<file path="src/rtl/pipelined_adder_pkg.sv">
`default_nettype none
//============================================================================
// Package  : pipelined_adder_pkg
// Brief    : Configuration helpers shared by the pipelined adder files.
// Revision : 1.0 - initial release
//============================================================================
package pipelined_adder_pkg;

    function automatic int unsigned calc_nseg(input int unsigned width, input int unsigned seg);
        return (seg == 0) ? 0 : width / seg;
    endfunction

    function automatic bit cfg_ok(input int unsigned width, input int unsigned seg);
        return (seg != 0) && (width >= seg) && ((width % seg) == 0);
    endfunction

endpackage : pipelined_adder_pkg
`default_nettype wire

</file>
<file path="src/rtl/adder_segment.sv">
`default_nettype none
//============================================================================
// Module   : adder_segment
// Brief    : W-bit combinational ripple-carry adder with carry in/out.
// Revision : 1.0 - initial release
//============================================================================
module adder_segment #(
    parameter int unsigned W = 4
) (
    input  logic [W-1:0] a,
    input  logic [W-1:0] b,
    input  logic         cin,
    output logic [W-1:0] s,
    output logic         cout
);

    logic [W:0] c;

    always_comb begin
        c    = '0;
        s    = '0;
        c[0] = cin;
        for (int i = 0; i < W; i++) begin
            s[i]   = a[i] ^ b[i] ^ c[i];
            c[i+1] = (a[i] & b[i]) | (c[i] & (a[i] ^ b[i]));
        end
    end

    assign cout = c[W];

endmodule : adder_segment
`default_nettype wire

</file>
<file path="src/rtl/pipelined_adder.sv">
`default_nettype none
//============================================================================
// Module   : pipelined_adder
// Brief    : Segmented pipelined adder/subtractor, one stage per segment,
//            valid/ready handshake with full backpressure.
// Options  : OVERFLOW_FLAG_EN adds the registered signed-overflow output ovf.
// Revision : 1.0 - initial release
//============================================================================
module pipelined_adder
    import pipelined_adder_pkg::*;
#(
    parameter int unsigned WIDTH = 16,
    parameter int unsigned SEG   = 4
) (
    input  logic             clk,
    input  logic             rst_n,
    input  logic             in_valid,
    output logic             in_ready,
    input  logic [WIDTH-1:0] a,
    input  logic [WIDTH-1:0] b,
    input  logic             cin,
    input  logic             sub,
    output logic             out_valid,
    input  logic             out_ready,
    output logic [WIDTH:0]   sum
`ifdef OVERFLOW_FLAG_EN
    ,
    output logic             ovf
`endif
);

    localparam int unsigned NSEG = calc_nseg(WIDTH, SEG);

    if (!cfg_ok(WIDTH, SEG)) begin : g_cfg_err
        $error("pipelined_adder: WIDTH must be a non-zero multiple of SEG");
    end

    typedef struct packed {
        logic           carry;
        logic [SEG-1:0] psum;
    } stage_rec_t;

    logic             adv;
    logic [WIDTH-1:0] b_eff;
    logic             cin_eff;
    logic [WIDTH-1:0] sum_lo;

    logic [NSEG-1:0]  vld_q;
    logic [NSEG-1:0]  vld_d;
    stage_rec_t       stg_q  [NSEG];
    stage_rec_t       stg_d  [NSEG];
    stage_rec_t       stg_nx [NSEG];

    // The whole pipe advances together: it only holds when a result is stuck.
    assign adv       = !vld_q[NSEG-1] || out_ready;
    assign in_ready  = adv;
    assign out_valid = vld_q[NSEG-1];
    assign b_eff     = sub ? ~b : b;
    assign cin_eff   = cin ^ sub;
    assign sum       = {stg_q[NSEG-1].carry, sum_lo};

    always_comb begin
        vld_d = vld_q;
        for (int k = 0; k < NSEG; k++) begin
            stg_d[k] = stg_q[k];
        end
        if (adv) begin
            vld_d[0] = in_valid;
            for (int k = 1; k < NSEG; k++) begin
                vld_d[k] = vld_q[k-1];
            end
            for (int k = 0; k < NSEG; k++) begin
                stg_d[k] = stg_nx[k];
            end
        end
    end

    always_ff @(posedge clk or negedge rst_n) begin
        if (!rst_n) begin
            vld_q <= '0;
            for (int k = 0; k < NSEG; k++) begin
                stg_q[k] <= '0;
            end
        end else begin
            vld_q <= vld_d;
            for (int k = 0; k < NSEG; k++) begin
                stg_q[k] <= stg_d[k];
            end
        end
    end

`ifdef OVERFLOW_FLAG_EN
    logic ovf_nx;
    logic ovf_d;
    logic ovf_q;

    assign ovf_d = adv ? ovf_nx : ovf_q;
    assign ovf   = ovf_q;

    always_ff @(posedge clk or negedge rst_n) begin
        if (!rst_n) begin
            ovf_q <= 1'b0;
        end else begin
            ovf_q <= ovf_d;
        end
    end
`endif

    for (genvar j = 0; j < NSEG; j++) begin : g_seg
        logic [SEG-1:0] seg_a;
        logic [SEG-1:0] seg_b;
        logic           seg_ci;
        logic [SEG-1:0] seg_s;
        logic           seg_co;

        if (j == 0) begin : g_first
            assign seg_a  = a[SEG-1:0];
            assign seg_b  = b_eff[SEG-1:0];
            assign seg_ci = cin_eff;
        end else begin : g_skew
            // Segment j of the operands waits j cycles for its carry to arrive.
            logic [SEG-1:0] adly_q [j];
            logic [SEG-1:0] adly_d [j];
            logic [SEG-1:0] bdly_q [j];
            logic [SEG-1:0] bdly_d [j];

            always_comb begin
                for (int i = 0; i < j; i++) begin
                    adly_d[i] = adly_q[i];
                    bdly_d[i] = bdly_q[i];
                end
                if (adv) begin
                    adly_d[0] = a[j*SEG +: SEG];
                    bdly_d[0] = b_eff[j*SEG +: SEG];
                    for (int i = 1; i < j; i++) begin
                        adly_d[i] = adly_q[i-1];
                        bdly_d[i] = bdly_q[i-1];
                    end
                end
            end

            always_ff @(posedge clk or negedge rst_n) begin
                if (!rst_n) begin
                    for (int i = 0; i < j; i++) begin
                        adly_q[i] <= '0;
                        bdly_q[i] <= '0;
                    end
                end else begin
                    for (int i = 0; i < j; i++) begin
                        adly_q[i] <= adly_d[i];
                        bdly_q[i] <= bdly_d[i];
                    end
                end
            end

            assign seg_a  = adly_q[j-1];
            assign seg_b  = bdly_q[j-1];
            assign seg_ci = stg_q[j-1].carry;
        end

        adder_segment #(.W(SEG)) u_add (
            .a    (seg_a),
            .b    (seg_b),
            .cin  (seg_ci),
            .s    (seg_s),
            .cout (seg_co)
        );

        assign stg_nx[j] = {seg_co, seg_s};

        if (j == NSEG - 1) begin : g_out_direct
            assign sum_lo[j*SEG +: SEG] = stg_q[j].psum;
`ifdef OVERFLOW_FLAG_EN
            assign ovf_nx = (seg_a[SEG-1] == seg_b[SEG-1]) && (seg_s[SEG-1] != seg_a[SEG-1]);
`endif
        end else begin : g_out_dly
            localparam int unsigned D = NSEG - 1 - j;
            logic [SEG-1:0] odly_q [D];
            logic [SEG-1:0] odly_d [D];

            always_comb begin
                for (int i = 0; i < D; i++) begin
                    odly_d[i] = odly_q[i];
                end
                if (adv) begin
                    odly_d[0] = stg_q[j].psum;
                    for (int i = 1; i < D; i++) begin
                        odly_d[i] = odly_q[i-1];
                    end
                end
            end

            always_ff @(posedge clk or negedge rst_n) begin
                if (!rst_n) begin
                    for (int i = 0; i < D; i++) begin
                        odly_q[i] <= '0;
                    end
                end else begin
                    for (int i = 0; i < D; i++) begin
                        odly_q[i] <= odly_d[i];
                    end
                end
            end

            assign sum_lo[j*SEG +: SEG] = odly_q[D-1];
        end
    end

endmodule : pipelined_adder
`default_nettype wire
</file>
<file path="config.mk">
export PLATFORM = sky130hd
export DESIGN_NAME = pipelined_adder
export DESIGN_NICKNAME = d
export VERILOG_FILES = /design/src/rtl/pipelined_adder_pkg.sv /design/src/rtl/adder_segment.sv /design/src/rtl/pipelined_adder.sv
export SDC_FILE = /design/constraint.sdc
export NUM_CORES = 1
export LEC_CHECK = 0
export ABC_CLOCK_PERIOD_IN_PS = 2600
export CAP_MARGIN = 25
export CORE_MARGIN = 4
export CORE_UTILIZATION = 50
export CTS_BUF_LIST = sky130_fd_sc_hd__clkbuf_8
export DETAILED_ROUTE_END_ITERATION = 10
export PLACE_DENSITY_LB_ADDON = 0.25
export RECOVER_POWER = 25
export SETUP_SLACK_MARGIN = 0.05
export SYNTH_ARGS = -nofsm -noshare
export SYNTH_HDL_FRONTEND = slang
export SYNTH_SLANG_ARGS = --single-unit
</file>
<file path="constraint.sdc">
create_clock -name clk -period 2.6 [get_ports clk]
set_input_delay 0.78 -clock clk [delete_from_list [all_inputs] [get_ports clk]]
set_output_delay 0.78 -clock clk [all_outputs]
set_load 0.01 [all_outputs]
</file>
# After elaboration in Yosys (flattened, before gate mapping)
# Cells that the tools add are included.
# classes
mux	1
bitwise	82
n_reduce_logical	2
# op_table
op	count
$xor 1x1->1	33
$and 1x1->1	32
$mux 16	1
$not 16->16	1
$or 1x1->1	16
$logic_not 1->1	1
$logic_or 1x1->1	1
# totals
reg_bits	96
inputBits	38
output_inout_bits	19

# Depth between registers and ports, before layout
# Gate-level depths: netlist (run 1).
# logic_depth
depth_word	11
mapped_depth	11
ltp_nobuf	9

# Hierarchy
# Synthesis (run 1) repeated with hierarchy kept, for this count alone.
# hier_totals
hier_cells	292
hier_area_um2	4413.0
# modules_own_cells
module	n_inst	cells_each	area_per_inst_um2	seq_area_each_um2
pipelined_adder	1	236	3942.5	2402.3
adder_segment	4	14	117.6	0.0

# Least setup slack after synthesis (run 1)
# OpenSTA, ideal clock, no wires.
# synth_timing
kind	in2reg
startpoint	input sub
endpoint	register stg_q[18] (netlist name)
arrival_time_ps	2974
setup_slack_ps	-499
cell_stages	11
n_path_buf	2
path_cell_list	buf_2 > buf_4 > xnor2_1 > fa_1 > inv_1 > fa_1 > inv_1 > fa_1 > inv_1 > fa_1 > mux2_2
# synth_between
elab_chain_len	9
word_cells_on_any_way	16
cone_classes	mux: 1; bitwise: 15
# synth_rtl
item	line_no	rtl
start: declaration	pipelined_adder.sv:22	input logic sub,
$mux 16	pipelined_adder.sv:58	assign b_eff = sub ? ~b : b;
$xor 1x1->1	adder_segment.sv:25	c[i+1] = (a[i] & b[i]) | (c[i] & (a[i] ^ b[i]));
$and 1x1->1	adder_segment.sv:25	
$or 1x1->1	adder_segment.sv:25	
$and 1x1->1	adder_segment.sv:25	
$or 1x1->1	adder_segment.sv:25	
$and 1x1->1	adder_segment.sv:25	
$or 1x1->1	adder_segment.sv:25	
$xor 1x1->1 *	adder_segment.sv:24	s[i] = a[i] ^ b[i] ^ c[i];
via g_seg[0].seg_s[3]	pipelined_adder.sv:113	logic [SEG-1:0] seg_s;
end signal: indexed assignment	pipelined_adder.sv:87	stg_q[k] <= stg_d[k];
end: declaration	pipelined_adder.sv:50	stage_rec_t stg_q [NSEG];
# The timed path passes the listed nets; every way through them passes the cells marked *.
# A chain may end at the register's enable or synchronous reset.

# Worst setup path after layout (run 1)
# Ends and elaborated chain as after synthesis.

==> summary.md, run 1 <==
| Metric | Value |
|---|---|
| Reg2reg start | `g_seg[2].seg_ci$_DFFE_PN0P_` |
| Layout cells sized above 1 | `between 30 and 40%` |
| Wire length per cell | `15.36 um` |
| Die height | `101.4 um` |
| Hold path depth | `1` |
| Synth cell types | `17` |
| Post-route cell area | `between 5000 and 6000 um2` |
| Die width | `101.4 um` |
| Synth Flop Type | `dfrtp_1` |
| Top-count cell post-synth | `dfrtp_1` |
| Setup_tns | `-0.06560 ns` |
| CTS buffer count | `9` |
| Maximum VDD drop | `0.0005790 V` |
| Status | `finished, violations left` |
| Top post-synthesis cells by count | `dfrtp_1 (96), mux2_2 (68), inv_1 (26)` |
| Worst slack at placement | `-0.7387 ns` |
| Worst setup EP type | `flip-flop` |
| GR Overflow Total | `0` |
| CP max FO | `4` |
| I/O Pins | `57` |
| Drt initial violations | `54` |
| Via/cell ratio | `4.965` |
| Post-Syn Area per Cell | `14.98 um2` |
| H-Tree Depth | `3` |
| CTS Sinks | `96` |
| Core area | `8341 um2` |
| Setup violators final | `1` |
| # Post-CTS Setup Buffers | `0` |
| Post-synth EDFFs | `0` |
| DP HPWL | `4.936 mm` |
| DR vias | `2,239` |
| Syn Std Cell Area | `roughly 4400 um2` |
| Crit share post-route | `102.5%` |
| Worst-Skew Late Latency | `0.35 ns` |
| Maximum clock frequency | `375.2 MHz` |
| Routability Congestion | `0.7297` |
| R2R Path End | `stg_q[8]$_DFFE_PN0P_` |
| Number of port buffers | `56` |
| Ranking of synthesized cells by area | `dfrtp_1 (55%), mux2_2 (18%), fa_1 (7.3%), mux2_4 (4.8%), buf_4 (2.4%)` |
| Maxcap violations | `1` |
| First drt pass iteration count | `4` |
| Die Area | `10,280 um2` |
| Hold Path End | `vld_q[3]$_DFFE_PN0P_` |
| Final Max Slew Viols | `36` |
| Initial antenna violation count | `0` |
| Static Leak | `2.268 nW` |
| R2r setup slk | `0.38 ns` |
| Placed cells | `435` |
| Final Non-Filler Cells | `451` |
| Fillers | `645` |
| FF+latch area | `2402 um2` |
| Register area share after synthesis | `55.09%` |
| Final Total Pwr | `5.637 mW` |
| Tot GR Track Use | `14.79%` |
| HP Class | `flip-flop to flip-flop` |
| CP Class | `input port to flip-flop` |
| Num rows | `33` |
| Post-route ant nets | `0` |
| Post-layout min period | `2.666 ns` |
| Routed WL | `6.927 mm` |
| CTS max path bufs | `2` |
| Yosys top cell by area | `dfrtp_1` |
| Util after Layout | `61.97%` |
| Worst slew pin tran | `approximately 1.9 ns` |
| CTS Root Cell | `clkbuf_8` |
| Yosys Warn Count | `0` |
| Nets | `around 400` |
| Clock Skews | `about 0.0092 ns` |
| Yosys reg bits | `96` |
| Initial Utilization | `52.28%` |
| Largest net degree at the start of global routing | `53` |
| Syn nets | `345` |
| Area growth, synth to finish | `18.54%` |
| Vias in the first global route | `around 2,400` |
| Diode count | `0` |
| First-pass GRT wire length | `approximately 12 mm` |
| Slack of the critical path | `-0.06560 ns` |
| Post-synth ARST share | `100.0%` |
| CTS clock-pin slew for the worst setup and hold paths | `0.10 ns` |
| Arrival @ worst endpoint | `2.91 ns` |
| Post-Syn Instances | `291` |
| DRC violations left | `0` |
| Failing checks | `max-capacitance violations, max-slew violations, negative setup slack` |
| Placed cell area | `4984 um2` |
| Hold_buf cts | `0` |
| Fin. Hold Viols | `0` |
| Min-Delay Startpoint | `vld_q[2]$_DFFE_PN0P_` |
| Multi-input gate area | `1694 um2` |
| WP data required | `2.84 ns` |
| R2R cell count | `8` |
| RSZ-0062 raised after global routing | `yes` |
| Yosys top cell area share | `approximately 55%` |
| CTS tree | `built` |
| Slew margin rel. | `-27.02%` |
| Pwr/cell area | `1091 nW/um2` |
| Setup crit start kind | `input port` |
| Hold Slack | `0.4762 ns` |
-- registers in the layout (all words and copies together) (netlist names) --
name	cells
g_seg.g_skew.adly_q	16
vld_q	4
g_seg.seg_a	8
sum	13
g_seg.seg_b	8
g_seg.seg_ci	3
g_seg.g_out_dly.odly_q	16
stg_q	12
g_seg.g_skew.bdly_q	16
-- cell families (layout without fill, tap and decap cells) --
kind of cell               count (synthesis)  in the layout  share of synthesized area, %
adders and majority gates                 16             16                         7.346
muxes                                     84             84                         22.84
buffers and inverters                     54            109                         6.915
and+or+nand+nor                           13             13                         2.353
xor gates and xnor gates                  17             17                         3.415
AOI/OAI and AO/OA                         11             11                         2.037
DFF                                       96             96                         55.09
-- per-layer routing --
metal  GRT usage [%]  up-vias  wire, um
li1                -     1043         -
met5               0        -         0
met3           4.201        9       391
met1           19.40     1141      3036
met2           23.84       46      3409
met4           4.908        0        90
-- layout make-up --
type                    count  area share, %
clock inverters             7          1.235
repair buffers             67          12.68
well taps                 105          2.542
inverters                  26          1.888
multi-input cells         141          32.78
flip-flops and latches     96          46.48
clock buffers               9          2.397
-- how the worst max path moves through the flow --
stage,start,to,slack (ns)
2_1_floorplan,sub,stg_q[18]$_DFFE_PN0P_,-0.34
3_3_place_gp,sub,stg_q[18]$_DFFE_PN0P_,-0.69
3_5_place_dp,b[0],stg_q[18]$_DFFE_PN0P_,-0.74
4_1_cts,sub,stg_q[18]$_DFFE_PN0P_,-0.11
5_1_grt,sub,stg_q[18]$_DFFE_PN0P_,-0.10
6_report,sub,stg_q[18]$_DFFE_PN0P_,-0.07
-- timing repair --
item                       4_1_cts  5_1_grt
gates resized for setup          8        9
setup endpoints to repair        3        2
pin swaps                        2        6
-- power by group --
group / total [mW] / internal (mW) / switching, mW / leakage (nW)
combinational: 2.18 / 1.33 / 0.855 / 1.07
clock: 0.921 / 0.370 / 0.552 / 0.0903
sequential: 2.53 / 2.17 / 0.370 / 1.11
total: 5.64 / 3.86 / 1.78 / 2.27
-- critical path: stages --
cell and delay, ns:
buf_6 0.09, buf_8 0.13, xnor2_4 0.14, fa_2 0.38, inv_2 0.07, fa_2 0.19
inv_2 0.04, fa_2 0.37, inv_2 0.06, fa_1 0.38, mux2_4 0.26
-- cell usage in the layout, fill, tap and decap left out, drive strengths merged --
cell type	netlist	layout
a21oi	11	11
buf	26	11
clkbuf	2	13
clkdlybuf4s50	0	50
clkinv	0	1
clkinvlp	0	2
dfrtp	96	96
dlygate4sd2	0	2
fa	16	16
inv	26	30
mux2	82	82
mux2i	2	2
nand2b	2	2
nor3b	11	11
xnor2	5	5
xor2	12	12
No activity file was read; power rests on OpenSTA's default activity.
==> run 2: changes to the inputs <==
--- a/config.mk
+++ b/config.mk
@@ -10,6 +10,7 @@
 export CORE_MARGIN = 4
 export CORE_UTILIZATION = 50
 export CTS_BUF_LIST = sky130_fd_sc_hd__clkbuf_8
+export CTS_CLUSTER_SIZE = 30
 export DETAILED_ROUTE_END_ITERATION = 10
 export PLACE_DENSITY_LB_ADDON = 0.25
 export RECOVER_POWER = 25
==> results of run 2 <==
No change in the layout: final DEF, timing and power equal those of run 1.
==> run 3: changes to the inputs <==
--- a/config.mk
+++ b/config.mk
@@ -8,7 +8,7 @@
 export ABC_CLOCK_PERIOD_IN_PS = 2600
 export CAP_MARGIN = 25
 export CORE_MARGIN = 4
-export CORE_UTILIZATION = 50
+export CORE_UTILIZATION = 30
 export CTS_BUF_LIST = sky130_fd_sc_hd__clkbuf_8
 export CTS_CLUSTER_SIZE = 30
 export DETAILED_ROUTE_END_ITERATION = 10
==> constraint.sdc (replaced) <==
create_clock -name clk -period 2.6 [get_ports clk]
set_input_delay 0.52 -clock clk [delete_from_list [all_inputs] [get_ports clk]]
set_output_delay 0.52 -clock clk [all_outputs]
set_load 0.01 [all_outputs]
==> run 3 against run 2 <==
The run now ends clean. Final cell count increased by 15%. Die area increased by 61%. Clock skew decreased by 0.0019 ns. Clock power about the same. Final area increased by 0.85%. Worst setup slack improved by 0.16 ns. Count of clock-buffer cells in the layout increased by 1. Via count about the same. Largest power group unchanged.
==> summary.md, run 3 (same netlist as run 1, synthesis figures left out) <==
| Metric | Value |
|---|---|
| Slew margin rel. | `10.19%` |
| DRC violations left | `0` |
| Final Total Pwr | `~5.6 mW` |
| Area growth, synth to finish | `19.54%` |
| Core area | `14,040 um2` |
| Max stage delay cell, worst path | `fa_2` |
| Final Max Slew Viols | `0` |
| Multi-input gate area | `about 1700 um2` |
| Number of port buffers | `56` |
| Setup crit start kind | `input port` |
| Worst setup EP type | `flip-flop` |
| DR vias | `2,238` |
| Setup violators final | `0` |
| HP Class | `flip-flop to flip-flop` |
| Routability Congestion | `0.7154` |
| Wire length per cell | `14.56 um` |
| Maximum VDD drop | `0.0004094 V` |
| # Post-CTS Setup Buffers | `0` |
| Slowest Stage Delay on Critical Path | `~0.38 ns` |
| Layout cells sized above 1 | `34.32%` |
| CTS Sinks | `96` |
| FF+latch area | `2402 um2` |
| Arrival @ worst endpoint | `between 2 and 3 ns` |
| Tot GR Track Use | `9.880%` |
| Nets | `390` |
| CTS clock-pin slew for the worst setup and hold paths | `0.08 ns` |
| First drt pass iteration count | `4` |
| Fin. Hold Viols | `0` |
| Fillers | `around 1,300` |
| I/O Pins | `57` |
| Post-layout min period | `~2.5 ns` |
| Initial Utilization | `31.05%` |
| CTS max path bufs | `2` |
| Pwr/cell area | `1078 nW/um2` |
| Post-route cell area | `5213 um2` |
| Die Area | `~17,000 um2` |
| Worst-path cell chain | `dlygate4sd2_1, buf_12, xnor2_4, fa_2, inv_2, fa_2, inv_1, fa_2, inv_2, fa_1, mux2_4` |
| Clock Skews | `0.007326 ns` |
| CTS Root Cell | `clkbuf_8` |
| WP data required | `2.85 ns` |
| Static Leak | `2.247 nW` |
| Drt initial violations | `around 120` |
| Largest net degree at the start of global routing | `97` |
| Largest registers | `g_seg.g_out_dly.odly_q x16, g_seg.g_skew.adly_q x16, g_seg.g_skew.bdly_q x16` |
| RSZ-0062 raised after global routing | `no` |
| CTS buffer count | `9` |
| Diode count | `0` |
| Most frequent cells in the layout | `dfrtp_1 (96), mux2_2 (67), clkdlybuf4s50_1 (53)` |
| H-Tree Depth | `3` |
| First-pass GRT wire length | `12.56 mm` |
| Maximum clock frequency | `398.9 MHz` |
| Die width | `128.6 um` |
| CP most frequent cell | `fa_2` |
| CP max FO | `4` |
| GR Overflow Total | `0` |
| Status | `complete, no violations` |
| CTS tree | `built` |
| Via/cell ratio | `4.320` |
| Crit share post-route | `96.42%` |
| Initial antenna violation count | `0` |
| Worst slew pin tran | `1.347 ns` |
| Most common cell after layout, fill and taps aside | `dfrtp_1` |
| Worst-Skew Late Latency | `approximately 0.36 ns` |
| Placed cell area | `5052 um2` |
| Num rows | `43` |
| Post-route ant nets | `0` |
| DP HPWL | `between 5 and 6 mm` |
| CP Class | `input port to flip-flop` |
| Routed WL | `7.542 mm` |
| Maxcap violations | `0` |
| Vias in the first global route | `2,417` |
| Die height | `128.6 um` |
run 3: cell count changes in the layout (fill, tap and decap cells not counted), moves of 2 or more:
cell,change
inv_6,-2
inv_8,-2
clkdlybuf4s50_1,+3
inv_2,-2
buf_4,-4
clkinvlp_4,-2
inv_1,+4
clkbuf_2,-3
clkbuf_4,+2
run 3: layout make-up:
type                    count  share of cell area [%]
clock buffers              10                   2.640
clock inverters             3                  0.7201
well taps                 180                   4.321
inverters                  26                   1.872
multi-input cells         141                   32.36
flip-flops and latches     96                   46.09
repair buffers             62                   12.00
run 3: through the flow:
step	instances	setup slack [ns]	setup TNS, ns	util, %	hold WS [ns]
4_1_cts	518	0.09484	0	37.21	0.2134
5_1_grt	518	0.05018	0	37.12	0.4978
3_3_place_gp	505	-0.4701	-0.8675	35.98	0.4439
2_1_floorplan	291	-0.07838	-0.07838	-	0.2244
6_report	518	0.09301	0	37.12	0.4645
3_5_place_dp	505	-0.5111	-0.9603	35.98	0.4523
run 3: per-layer routing:
| metal | GRT usage [%] | part of all wire, % |
|---|---|---|
| met1 | 13.53 | 47 |
| met2 | 14.59 | 47 |
| met5 | 0 | 0 |
| met4 | 4.632 | 2.0 |
| met3 | 2.698 | 4.0 |
run 3: worst paths after layout:
kind	start	end	slack [ns]	cells after the start
setup reg to reg	g_seg[1].seg_ci$_DFFE_PN0P_	stg_q[13]$_DFFE_PN0P_	0.37	8
setup / recovery	sub	stg_q[18]$_DFFE_PN0P_	0.09	11
hold / removal	vld_q[2]$_DFFE_PN0P_	vld_q[3]$_DFFE_PN0P_	0.46	1
max in group asynchronous	rst_n	sum[3]$_DFFE_PN0P_	1.16	2
min in group asynchronous	rst_n	sum[4]$_DFFE_PN0P_	0.51	2
hold reg to reg	vld_q[2]$_DFFE_PN0P_	vld_q[3]$_DFFE_PN0P_	0.46	1
run 3: critical path, delay by kind of cell:
family	cells	cell delay, ns
adders and majority gates	4	1.26
buffers and inverters	5	0.58
muxes	1	0.26
xor gates and xnor gates	1	0.12
run 3: power by group:
group	switching [mW]	internal [mW]	leakage [nW]
clock network	0.471	0.449	0.0967
registers	0.399	2.17	1.11
logic	0.829	1.31	1.04
total	1.70	3.92	2.25
run 3: timing repair:
| action | in CTS | in global routing |
|---|---|---|
| setup endpoints to repair | 2 | 0 |
| hold buffers | 0 | 0 |
| gates resized for setup | 2 | 0 |
| endpoints found under the hold margin | 0 | 0 |
